[src/rtl/colour_sequencer.sv]
// colour_sequencer: steps a writable RGB palette with forward, ping-pong, crossfade and hold modes
module colour_sequencer #(
    parameter int CHANNEL_WIDTH = 4,
    parameter int NUM_STEPS = 8,
    parameter int DWELL_WIDTH = 32,
    parameter int IDX_WIDTH = $clog2(NUM_STEPS)
) (
    input  logic                       clk,
    input  logic                       rst,
    input  logic                       en,
    input  logic [1:0]                 mode,
    input  logic [DWELL_WIDTH-1:0]     dwell,
    input  logic                       wr_en,
    input  logic [IDX_WIDTH-1:0]       wr_addr,
    input  logic [3*CHANNEL_WIDTH-1:0] wr_data,
    output logic [CHANNEL_WIDTH-1:0]   red,
    output logic [CHANNEL_WIDTH-1:0]   green,
    output logic [CHANNEL_WIDTH-1:0]   blue,
    output logic [IDX_WIDTH-1:0]       index,
    output logic                       wrap
);
    localparam int CW = CHANNEL_WIDTH;
    localparam int PW = 3 * CW;
    localparam logic [1:0] MODE_FWD = 2'd0, MODE_PING = 2'd1, MODE_FADE = 2'd2;
    localparam logic [IDX_WIDTH-1:0] LAST = IDX_WIDTH'(NUM_STEPS - 1);

    function automatic logic [PW-1:0] dflt(int i);
        int p;
        p = i % 8;
        return {{CW{p >= 4}}, {CW{p inside {2, 3, 4, 7}}}, {CW{p inside {1, 2, 6, 7}}}};
    endfunction

    function automatic logic [PW-1:0] fade_step(logic [PW-1:0] cur, logic [PW-1:0] tgt);
        logic [PW-1:0] r;
        r = cur;
        for (int c = 0; c < 3; c++)
            r[c*CW +: CW] = cur[c*CW +: CW] < tgt[c*CW +: CW] ? cur[c*CW +: CW] + 1'b1 :
                            cur[c*CW +: CW] > tgt[c*CW +: CW] ? cur[c*CW +: CW] - 1'b1 : cur[c*CW +: CW];
        return r;
    endfunction

    logic [PW-1:0] pal [NUM_STEPS];
    logic [PW-1:0] fade, fade_nxt, target, shown;
    logic [DWELL_WIDTH-1:0] count;
    logic [IDX_WIDTH-1:0] idx_inc, idx_ping, idx_nxt;
    logic dir_down, dir_nxt, tick, matched;

    always_comb begin
        tick = en && count >= dwell;
        idx_inc = index == LAST ? '0 : index + 1'b1;
        idx_ping = dir_down ? (index == '0 ? IDX_WIDTH'(1) : index - 1'b1)
                            : (index == LAST ? LAST - 1'b1 : index + 1'b1);
        dir_nxt = dir_down ? index != '0 : index == LAST;
        target = pal[idx_inc];
        matched = fade == target;
        idx_nxt = !tick ? index :
                  mode == MODE_FWD ? idx_inc :
                  mode == MODE_PING ? idx_ping :
                  mode == MODE_FADE && matched ? idx_inc : index;
        // outside crossfade the fade register shadows the palette so entering mode 2 is seamless
        fade_nxt = mode != MODE_FADE ? pal[index] : (tick && !matched) ? fade_step(fade, target) : fade;
        shown = mode == MODE_FADE ? fade : pal[index];
    end

    always_ff @(posedge clk or posedge rst) begin
        if (rst) begin
            count <= '0;
            index <= '0;
            dir_down <= 1'b0;
            fade <= '0;
            wrap <= 1'b0;
            {blue, green, red} <= '0;
            for (int i = 0; i < NUM_STEPS; i++) pal[i] <= dflt(i);
        end else begin
            if (en) begin
                count <= tick ? '0 : count + 1'b1;
                index <= idx_nxt;
                dir_down <= (tick && mode == MODE_PING) ? dir_nxt : dir_down;
                fade <= fade_nxt;
            end
            wrap <= idx_nxt == '0 && index != '0;
            {blue, green, red} <= shown;
            if (wr_en && {1'b0, wr_addr} < (IDX_WIDTH + 1)'(NUM_STEPS)) pal[wr_addr] <= wr_data;
        end
    end
endmodule
[config.mk]
export PLATFORM = sky130hd
export DESIGN_NAME = colour_sequencer
export DESIGN_NICKNAME = d
export VERILOG_FILES = /design/src/rtl/colour_sequencer.sv
export SDC_FILE = /design/constraint.sdc
export NUM_CORES = 1
export LEC_CHECK = 0
export ABC_CLOCK_PERIOD_IN_PS = 13920
export BUFFER_PORTS_ARGS = -buffer_cell sky130_fd_sc_hd__buf_4
export CORE_ASPECT_RATIO = 0.8
export CORE_MARGIN = 1
export CORE_UTILIZATION = 45
export CTS_CLUSTER_DIAMETER = 40
export DETAILED_ROUTE_END_ITERATION = 10
export HOLD_SLACK_MARGIN = 0.02
export PLACE_DENSITY = 0.71
export REMOVE_ABC_BUFFERS = 1
export SLEW_MARGIN = 20
export SYNTH_ARGS = -nofsm -noshare
export SYNTH_HDL_FRONTEND = slang
export SYNTH_SLANG_ARGS = --single-unit
[constraint.sdc]
create_clock -name clk -period 13.92 [get_ports clk]
set_input_delay 0.696 -clock clk [delete_from_list [all_inputs] [get_ports clk]]
set_output_delay 0.696 -clock clk [all_outputs]
set_load 0.02 [all_outputs]
# Yosys cells after proc, flatten, opt, wreduce, memory -nomap -nowiden
# Cells that the tools add are included.
# op_classes
add_sub_neg	9
order_cmp	11
n_eq_ne	5
mux	28
bitwise_logic	3
reduce_logical	19
# ops
cell	n
$bwmux W96	1
$mux W12	8
$bmux W12 S3	2
$demux W12 S3	1
$add A32 B1 Y32 const B	1
$ge A32 B32 Y1	1
$mux W32	1
$mux W3	8
$mux W4	6
$add A4 B1 Y4 const B	3
$eq A12 B12 Y1	1
$ge A4 B4 Y1 const B	3
$gt A4 B4 Y1	3
$lt A4 B4 Y1	3
$not A3 Y4	3
$reduce_bool A3 Y1	4
$sub A4 B1 Y4 const B	3
$reduce_and A3 Y1	3
$logic_and A1 B1 Y1	6
$logic_not A3 Y1	2
$lt A4 B1 Y1 const B	1
$add A3 B1 Y3 const B	1
$eq A3 B3 Y1 const B	1
$sub A3 B1 Y3 const B	1
8 further kinds	8
# word_totals
register_bits	157
output_inout_bits	16

# Depth between registers and ports, before layout
# Gate-level depths: netlist (run 1).
# depth
ltp_word	14
mapped_depth	20
depth_no_buf	16

# Least setup slack after synthesis (run 1)
# No wires, ideal clock.
# synth_timing
path_kind	flip-flop to flip-flop
from	reg index[1]
to	reg fade[7]
setup_time_ns	0.124
arrival_time_ns	5.450
t_required_ns	13.796
setup_slack_ns	8.346
stages_incl_launch_ff	20
period_less_slack_ns	5.574
path_cell_list	dfrtp_1 buf_2 buf_1 clkbuf_1 inv_1 ha_1 clkbuf_1 buf_1 clkbuf_1 mux4_2 mux2i_1 ha_1 nand2_1 o21ai_0 ha_1 a21o_1 a21oi_1 xor2_1 nor4_1 a211o_1
# synth_between
elab_chain_cells	11
elab_cells_between_ends	22
classes_between	1 x add/sub; 2 x order compare; 2 x eq/ne; 10 x mux; 2 x bitwise; 5 x reduce/logical
# synth_rtl
element	line_no	source
from (decl)	19	output logic [IDX_WIDTH-1:0] index,
from (signal assigned)	77	index <= idx_nxt;
branches (longest 11 deep; another with $lt A4 B4 Y1)	--	
to (signal assigned)	79	fade <= fade_nxt;
to (decl)	43	logic [PW-1:0] fade, fade_nxt, target, shown;
# Parallel ways; which one is timed is not known. The select of a mux whose other input is x is not followed.
# A chain may end at the register's enable or synchronous reset.

# Final worst setup path (run 1)
# layout_timing
from	reg index[0]
to	reg fade[7]
# Same word-level chain as after synthesis.

==> results of run 1 <==
[metrics by stage]
step	hold slack, ns	util [%]	power (uW)
global placement	0.503	50.7	1020
detailed placement	0.512	50.7	1040
floorplan	0.491	-	922
CTS	0.461	54.0	1570
global route	0.496	54.0	1650
finish	0.426	54.0	1570
[where the power goes]
| group | leakage [uW] | total (uW) | internal (uW) | switching [uW] |
|---|---|---|---|---|
| registers | 0.00186 | 641 | 567 | 74.6 |
| clock network | 0.000321 | 530 | 341 | 189 |
| logic | 0.00255 | 398 | 210 | 187 |
[worst max-delay path: cells and delay by family, from the launching register on]
| kind | cells | cell delay, ns |
|---|---|---|
| compound gates | 6 | 1.41 |
| simple gates | 2 | 0.22 |
| fa+ha+maj | 4 | 1.10 |
| xor+xnor | 1 | 0.11 |
| buf+inv | 3 | 0.74 |
| mux | 2 | 0.85 |
| flops | 1 | 0.35 |
[layout make-up]
class                      instances  area, um2  area share [%]
timing repair buffer              79        593            5.44
multi-input combinational        553       5110            46.8
clock inverter                    11        215            1.97
clock buffer                      21        450            4.13
inverter                          57        219            2.01
sequential                       157       3990            36.6
tap                              264        330            3.03
[flip-flops by register name, indices dropped and copies added (netlist names)]
name and cells:
blue 4, count 32, dir_down 1, fade 12, green 4, index 3
pal 96, red 4, wrap 1
[layer usage]
metal / track usage, % / vias to the layer above / wire length (um)
met2: 31.6 / 186 / 9680
met3: 5.15 / 20 / 1520
met1: 32.3 / 3296 / 10200
li1: - / 3073 / -
met4: 5.09 / 0 / 226
met5: 0 / - / 0
[worst paths after layout]
check | end | start | slack [ns]
worst max register to register | fade[7]$_DFFE_PP0P_ | index[0]$_DFFE_PP0P_ | 9.02
worst min-delay path | count[6]$_DFFE_PP0P_ | rst | 0.43
max in group asynchronous | fade[2]$_DFFE_PP0P_ | rst | 12.15
worst min register to register | pal[31]$_DFFE_PP0P_ | pal[31]$_DFFE_PP0P_ | 0.53
min in group clk | pal[31]$_DFFE_PP0P_ | pal[31]$_DFFE_PP0P_ | 0.53
worst max-delay path | fade[7]$_DFFE_PP0P_ | index[0]$_DFFE_PP0P_ | 9.02
[cell families (layout without fill, tap and decap cells)]
family	Yosys count	in the layout	share of synthesized area, %
AOI/OAI and AO/OA	117	117	7.96
xor gates and xnor gates	29	29	2.69
adders and majority gates	62	62	8.47
buffers and inverters	92	168	3.78
DFF	157	157	42.3
muxes	164	164	25.1
and+or+nand+nor	181	181	9.67
[cell usage in the layout (no fill, tap or decap), drive strengths merged, types with 4 or more instances in the layout]
master | synthesis | final
a21boi | 6 | 6
a21oi | 43 | 43
a31oi | 7 | 7
and3 | 4 | 4
and4 | 5 | 5
buf | 12 | 79
bufinv | 0 | 6
clkbuf | 23 | 21
clkinv | 0 | 4
dfrtp | 109 | 109
dfstp | 48 | 48
ha | 59 | 59
inv | 57 | 57
mux2 | 101 | 101
mux2i | 15 | 15
mux4 | 48 | 48
nand2 | 53 | 53
nand2b | 4 | 4
nand3 | 20 | 20
nand4 | 16 | 16
nor2 | 49 | 49
nor3 | 5 | 5
nor4 | 4 | 4
o211ai | 5 | 5
o21a | 4 | 4
o21ai | 19 | 19
o31ai | 7 | 7
or2 | 4 | 4
or3 | 6 | 6
xnor2 | 14 | 14
xor2 | 15 | 15
==> metrics.txt, run 1 <==
Max Freq 204 MHz; reg2reg path depth 18; post-synthesis sequential area ratio between 40 and 50%; synthesized instance count approximately 800; Final #Nets 980; Initial Util roughly 47%; die area between 0.02 and 0.025 mm2; syn_area_per_cell between 10 and 15 um2; Placed Instances 1110; CTS tree yes; drt first-iter violations 414; Inserted Clock Buffers 17; post-synth top area share 28.9%; final worst slack about 9 ns; number of I/O port buffers 68; largest area contributor in the netlist dfrtp_1; Final Setup Violations 0; drt pass-1 iters 5; crit-path cells buf_4, ha_1, ha_1, nor2_2, buf_4, mux4_2, mux2_2, ha_1, inv_1, a21oi_1, o21ai_0, ha_1, a21o_1, a21oi_1, xor2_1, nand3_1, o311ai_1, a211o_1; Root Driver clkbuf_16; Leak Pwr around 0.0047 uW; post-route cell area 0.0109 mm2; HPWL Detailed 14400 um; critical path class register to register; Slew headroom ~28%; fill count between 1500 and 2000; Distinct cells, synth 64; CTS resizes 0; maximum clock path buffer count 2; initial antenna violation count 0; core area 0.0202 mm2; Sum Neg Setup Slack 0 ns; pre-CTS setup slack 9.06 ns; slowest stage cell, crit path o21ai_0; Clock Skew ~0.011 ns; main flop type after synthesis dfrtp_1; average wire per standard cell between 15 and 20 um; setup bufs post-CTS 0; Seq cells post-synth 157; max cap viols 0; CP startpoint kind register; Syn. warnings 0; Core Rows 46; antenna cells 0; Overflow after GRT 0; Fin. Hold Viols 0; Reg clk slew, reported paths 0.06 ns; max incr delay on CP 0.60 ns; Die Y-Extent 131 um; Async SR Flop Fraction 100%; Post-Syn Area 0.00943 mm2; remaining antenna violation count 0; H-tree depth 4; Synth area leaders dfrtp_1 (29%), dfstp_2 (13%), mux2_2 (12%); synthesis-to-layout area growth 15.6%; GPL Wtd Cong between 0.8 and 0.9; worst slew pin tran 1.07 ns; io pins 69; fin crit period 4.90 ns; Max FO, Critical Path 30; worst hold path class primary input to async pin; outcome finished, final reports clean; placed inst area slightly above 0.01 mm2; crit path DAT 5.21 ns; Vias/cell about 5.8; Routed Wire Length 21600 um; All-Layer GR Usage 21.6%; first-pass GRT wire length 35700 um; RSZ-0062 raised after global routing no; top cells by count, synth dfrtp_1 (109), mux2_2 (101), ha_1 (59), inv_1 (57), nand2_1 (52); DR vias 6575; most frequent cell after synthesis dfrtp_1; Sink Count 157; pin count of the biggest net entering global routing 92; Final period util 35.2%; clock latency on the worst-skew pair about 0.43 ns; Req. time, crit path 14.23 ns; vias in the first global route 6649; VDD IR max 96.7 uV; share of cells above drive strength 1 36.8%; Post-Layout Cell Count 1142; CP endpoint kind register; max-slew violations 0; Power Dens Cells 144 mW/mm2; drt drc 0; most used cell, CP ha_1; Post-CTS Hold Fix Bufs 0; number of enable flip-flop cells after synthesis 0; die width 164 um
No activity file was read; power rests on OpenSTA's default activity.
==> run 2: changes to the inputs <==
Settings changed: ABC_CLOCK_PERIOD_IN_PS 13920 to 4800.
Clock period 13.92 ns to 4.8 ns, I/O delays scaled along.
==> metrics.txt, run 2 (synthesis gave the netlist of run 1 again) <==
CP endpoint kind register; Post-Layout Cell Count 1154 (+1.1%); number of I/O port buffers 68 (unchanged); crit-path cells buf_4, inv_1, ha_1, buf_4, mux4_2, mux2i_1, ha_1, nand4_1, nor4_2, o221ai_1, a22o_1, a2111oi_1; synthesis-to-layout area growth 16.2%; first-pass GRT wire length 36000 um (+0.69%); Overflow after GRT 0 (unchanged); Slew headroom 26.3% (-2.0 points); Final Setup Violations 0 (unchanged); critical path class register to register; Inserted Clock Buffers 17 (unchanged); Sink Count 157 (unchanged); Final period util 87.5% (+52 points); die area 0.0215 mm2 (unchanged); Leak Pwr 0.00475 uW (+0.58%); core area 0.0202 mm2 (unchanged); outcome finished, final reports clean; CP bufs+invs 3 (unchanged); worst slew pin tran 1.10 ns (+0.0313 ns); worst hold path class primary input to register; Root Driver clkbuf_16; Flop pwr share 41.7% (+0.8 points); top flop regs pal (96), count (32), fade (12); clock power share 31.9% (-1.9 points); max-slew violations 0 (unchanged); All-Layer GR Usage 21.7% (about the same); pin count of the biggest net entering global routing 70 (-24%); Core Rows 46 (unchanged); share of cells above drive strength 1 37.7% (+0.89 points); max reg flops 96 (unchanged); remaining antenna violation count 0 (unchanged); drt first-iter violations 375 (-9.4%); fin crit period 4.20 ns (-0.703 ns); Clock Skew 0.00792 ns (-0.00314 ns); crit path DAT 4.49 ns (-0.72 ns); DR vias 6721 (+2.2%); Fin. Hold Viols 0 (unchanged); Initial Util 46.7% (unchanged); Sum Neg Setup Slack 0 ns (unchanged); io pins 69 (unchanged); NetSw 1320 uW (+190%); hold wc startpoint wr_data[0]; CTS tree yes; Max Freq 238 MHz (+17%); max cap viols 0 (unchanged); Max FO, Critical Path 24 (-20%); maximum clock path buffer count 2 (unchanged); CP top delay family multiplexers; Top reg by flops pal; drt pass-1 iters 5 (unchanged); die width 164 um (unchanged); VDD IR max 315 uV (+230%); average wire per standard cell 19.0 um (+0.42%); HPWL Detailed 15100 um (+4.8%); Vias/cell 5.82 (+1.2%); Die Y-Extent 131 um (unchanged); Final Util 54.2% (+0.25 points); RR Startpoint index[0]$_DFFE_PP0P_; hold slack 0.112 ns (-0.314 ns); H-tree depth 4 (unchanged); Routed Wire Length 21900 um (+1.5%); Final #Nets 991 (+1.1%); GPL Wtd Cong 0.867 (+1.6%); clock latency on the worst-skew pair 0.42 ns (about the same); RSZ-0062 raised after global routing no; Power Dens Cells 408 mW/mm2 (+180%); CP startpoint kind register; most frequent cells in the layout dfrtp_1 (109), mux2_2 (101), buf_4 (89); vias in the first global route 6747 (+1.5%); initial antenna violation count 1 (+1); slowest stage cell, crit path mux4_2; drt drc 0 (unchanged); fill count 1699 (+3.0%); max incr delay on CP 0.55 ns (-0.05 ns); Sw Ratio 29.5% (+0.75 points); internal power 3150 uW (+180%); Placed Instances 1120 (+0.90%); commonest non-fill, non-tap cell in the layout dfrtp_1; Setup crit start index[0]$_DFFE_PP0P_; Comb pwr share 26.4% (+1.1 points); Req. time, crit path 5.09 ns (-9.14 ns); Reg clk slew, reported paths 0.06 ns (about the same)
[run 2: changes by cell type in the layout (fill, tap and decap cells not counted), sizes merged]
cell and change:
clkbuf -3, buf +10, clkinvlp +3, diode +1
bufinv -2, inv +2, dlygate4sd3 +1
[run 2: what timing repair did]
| action | in CTS | in global routing |
|---|---|---|
| hold endpoints to repair | 21 | 0 |
| resized for setup | 0 | 0 |
| hold buffers | 1 | 0 |
| setup buffers | 0 | 0 |
[run 2: layout make-up]
type / count / area, um2 / share of cell area, %
timing repair buffer: 90 / 678 / 6.19
sequential: 157 / 3990 / 36.4
tap: 264 / 330 / 3.02
antenna: 1 / 2.50 / 0.0228
inverter: 57 / 219 / 2.00
multi-input combinational: 553 / 5110 / 46.7
clock inverter: 14 / 191 / 1.75
clock buffer: 18 / 429 / 3.92
[run 2: final timing paths]
| kind | depth (start not counted) | endpoint | slack, ns |
|---|---|---|---|
| max | 12 | wrap$_DFF_PP0_ | 0.60 |
| min | 2 | pal[48]$_DFFE_PP0P_ | 0.11 |
| max reg2reg | 12 | wrap$_DFF_PP0_ | 0.60 |
| min reg2reg | 1 | pal[83]$_DFFE_PP0P_ | 0.53 |
| max in group asynchronous | 4 | pal[19]$_DFFE_PP0P_ | 3.28 |
| min in group asynchronous | 3 | count[5]$_DFFE_PP0P_ | 0.36 |
[run 2: through the flow]
stage | total power (uW) | worst slack [ns] | area, um2
after floorplan | 2680 | -1.14 | 9290
after detailed placement | 3040 | 0.616 | 10300
after global routing | 4720 | 0.327 | 11000
after CTS | 4480 | 0.582 | 10900
after global placement | 3000 | 0.703 | 10300
final | 4470 | 0.600 | 11000
[run 2: power groups by stage]
stage	clock network, uW	registers (uW)	logic [uW]
final	1420	1860	1180
after global routing	1500	1900	1320
after CTS	1440	1860	1180
after detailed placement	0	1870	1170
after global placement	0	1860	1140
after floorplan	0	1830	843
[run 2: per-layer routing]
| metal | GRT usage, % | part of all wire (%) |
|---|---|---|
| met3 | 5.78 | 6.3 |
| met5 | 0 | 0 |
| met1 | 31.9 | 48 |
| met4 | 4.48 | 0.87 |
| met2 | 32.0 | 45 |
[run 2: worst reg2reg max path, cell delays in order, from the launching register on]
cell and delay [ns]:
dfrtp_1 0.38, buf_4 0.28, inv_1 0.10, ha_1 0.32, buf_4 0.40, mux4_2 0.56
mux2i_1 0.37, ha_1 0.21, nand4_1 0.19, nor4_2 0.35, o221ai_1 0.25, a22o_1 0.31
a2111oi_1 0.35
==> run 3: changes to the inputs <==
Settings changed: ABC_AREA set to 1, ABC_CLOCK_PERIOD_IN_PS 4800 to 4850, CORE_ASPECT_RATIO 0.8 to unset.
Clock period 4.8 ns to 4.85 ns, I/O delays scaled along.
==> metrics.txt, run 3 <==
post-synthesis sequential area ratio 40.3% (-2.0 points); Final Setup Violations 0 (unchanged); commonest non-fill, non-tap cell in the layout nand2_1; VDD IR max 478 uV (+52%); remaining antenna violation count 0 (unchanged); most frequent cell after synthesis nand2_1; outcome finished with violations; post-synth top area share 27.5% (-1.4 points); fill count 2029 (+19%); CP endpoint kind register; Top reg by flops pal; Seq cells post-synth 157 (unchanged); Synth area leaders dfrtp_1 (28%), dfstp_2 (13%), nand2_1 (12%); top cells by count, synth nand2_1 (310), o21ai_0 (186), inv_1 (120), nor2_1 (116), dfrtp_1 (109); Post-Syn Area 0.00991 mm2 (+5.1%); reg2reg path depth 22 (+10); number of I/O port buffers 68 (unchanged); CP top delay family adder cells; Overflow after GRT 0 (unchanged); share of cells above drive strength 1 13.0% (-25 points); critical path class register to register; drt drc 0 (unchanged); RSZ-0062 raised after global routing no; placed inst area 0.0106 mm2 (+2.5%); maximum clock path buffer count 2 (unchanged); pin count of the biggest net entering global routing 102 (+46%); Syn. warnings 0 (unchanged); io pins 69 (unchanged); setup bufs post-CTS 0 (unchanged); max incr delay on CP 0.38 ns (-0.17 ns); synthesized instance count 1315 (+64%); average wire per standard cell 15.9 um (-16%); DR vias 9162 (+36%); final worst slack 0.546 ns (-0.0538 ns); largest area contributor in the netlist dfrtp_1; drt pass-1 iters 5 (unchanged); Vias/cell 5.59 (-4.1%); worst slew pin tran 1.01 ns (-0.0926 ns); Max FO, Critical Path 27 (+13%); hold slack -0.0130 ns (-0.125 ns); crit-path cells ha_1, ha_1, or2_2, inv_2, buf_4, nand2_1, a221oi_1, a31oi_1, ha_1, nand2_1, inv_1, a21boi_0, inv_1, ha_1, a21oi_1, nand2_1, xor2_1, a21oi_1, o21ai_0, nand2_1, nand3_1, nand2_1; initial antenna violation count 0 (-1); CP Depth 22 (+10); Reg area 0.00399 mm2 (unchanged); Post-CTS Hold Fix Bufs 0 (-1); Die Y-Extent 150 um (+14%); pre-CTS setup slack 0.594 ns (-0.0216 ns); CTS resizes 0 (unchanged); Slew headroom 32.5% (+6.2 points); GPL Wtd Cong 0.917 (+5.7%); slowest stage cell, crit path dfrtp_1; All-Layer GR Usage 24.3% (+2.7 points); Clock Skew 0.0106 ns (+0.00269 ns); multi-input logic area 0.00516 mm2 (+0.81%); synthesis-to-layout area growth 13.2%; Distinct cells, synth 43 (-33%); main flop type after synthesis dfrtp_1; die width 150 um (-8.2%); Max Freq 232 MHz (-2.4%); vias in the first global route 8657 (+28%); H-tree depth 4 (unchanged); Inserted Clock Buffers 17 (unchanged); most frequent cells in the layout nand2_1 (310), o21ai_0 (186), inv_1 (119); CP bufs+invs 4 (+1); fin crit period 4.30 ns (+0.104 ns); CTS tree yes; first-pass GRT wire length 43000 um (+20%); worst hold path class primary input to async pin; antenna cells 0 (-1); clock latency on the worst-skew pair 0.43 ns (about the same); syn_area_per_cell 7.53 um2 (-36%); core area 0.0213 mm2 (+5.4%); Core Rows 53 (+15%); CP startpoint kind register; max-slew violations 0 (unchanged); post-route cell area 0.0112 mm2 (+2.4%); Root Driver clkbuf_16; max reg flops 96 (unchanged); failing checks hold timing; Initial Util 46.5% (-0.13 points); Final period util 88.7% (+1.2 points); Routed Wire Length 26100 um (+19%); number of enable flip-flop cells after synthesis 0 (unchanged); Req. time, crit path 5.22 ns (+0.13 ns); Placed Instances 1608 (+44%); die area 0.0226 mm2 (+5.0%); top flop regs pal (96), count (32), fade (12); Reg clk slew, reported paths 0.06 ns (about the same); Tot Pwr 7180 uW (+61%); Sink Count 157 (unchanged); Post-Layout Cell Count 1640 (+42%); most used cell, CP nand2_1; Async SR Flop Fraction 100% (unchanged); HPWL Detailed 17800 um (+18%); Leak Pwr 0.00531 uW (+12%); Final #Nets 1467 (+48%); drt first-iter violations 729 (+94%); crit path DAT 4.67 ns (+0.18 ns); Power Dens Cells 640 mW/mm2 (+57%); max cap viols 0 (unchanged); Fin. Hold Viols 6 (+6)
## run 3: metal layers
metal,up-vias,GRT usage [%],share of wire (%)
li1,4469,-,-
met1,4268,32.0,44
met2,369,40.0,46
met3,56,3.88,7.5
met4,0,9.49,2.4
met5,-,0,0
## run 3: final timing paths
check                                           end  slack (ns)                  from
worst min-delay path            fade[8]$_DFFE_PP0P_       -0.01                   rst
worst max register to register  fade[7]$_DFFE_PP0P_        0.55  index[0]$_DFFE_PP0P_
worst max-delay path            fade[7]$_DFFE_PP0P_        0.55  index[0]$_DFFE_PP0P_
min in group clk                 pal[2]$_DFFE_PP1P_        0.03            wr_data[2]
max in group asynchronous        green[3]$_DFF_PP0_        3.61                   rst
worst min register to register  pal[62]$_DFFE_PP1P_        0.49   pal[62]$_DFFE_PP1P_
## run 3: per-stage QoR
| stage | TNS [ns] | util, % |
|---|---|---|
| finish | 0 | 52.7 |
| CTS | 0 | 52.7 |
| global placement | 0 | 49.7 |
| detailed placement | 0 | 49.7 |
| floorplan | -4.58 | - |
| global route | 0 | 52.7 |
## run 3: power breakdown
group	total, uW	switching, uW	internal [uW]
registers	1940	273	1660
clock network	1440	559	882
logic	3800	2380	1420
total	7180	3210	3960
## run 3: final cells by class
type / count / share of cell area, %
clock buffers: 20 / 3.98
clock inverters: 12 / 1.66
inverters: 125 / 4.23
multi-input cells: 969 / 46.0
flip-flops and latches: 157 / 35.6
well taps: 275 / 3.07
repair buffers: 82 / 5.49
## run 3: logic make-up (layout without fill, tap and decap cells)
logic type	after synthesis	count (layout)	share of synthesized area, %
AO/OA/AOI/OAI	335	335	18.5
XOR/XNOR	30	30	2.65
adder cells (fa/ha/maj)	62	62	8.06
flip-flops	157	157	40.3
AND/OR/NAND/NOR	542	542	22.8
buffers and inverters	189	239	7.74
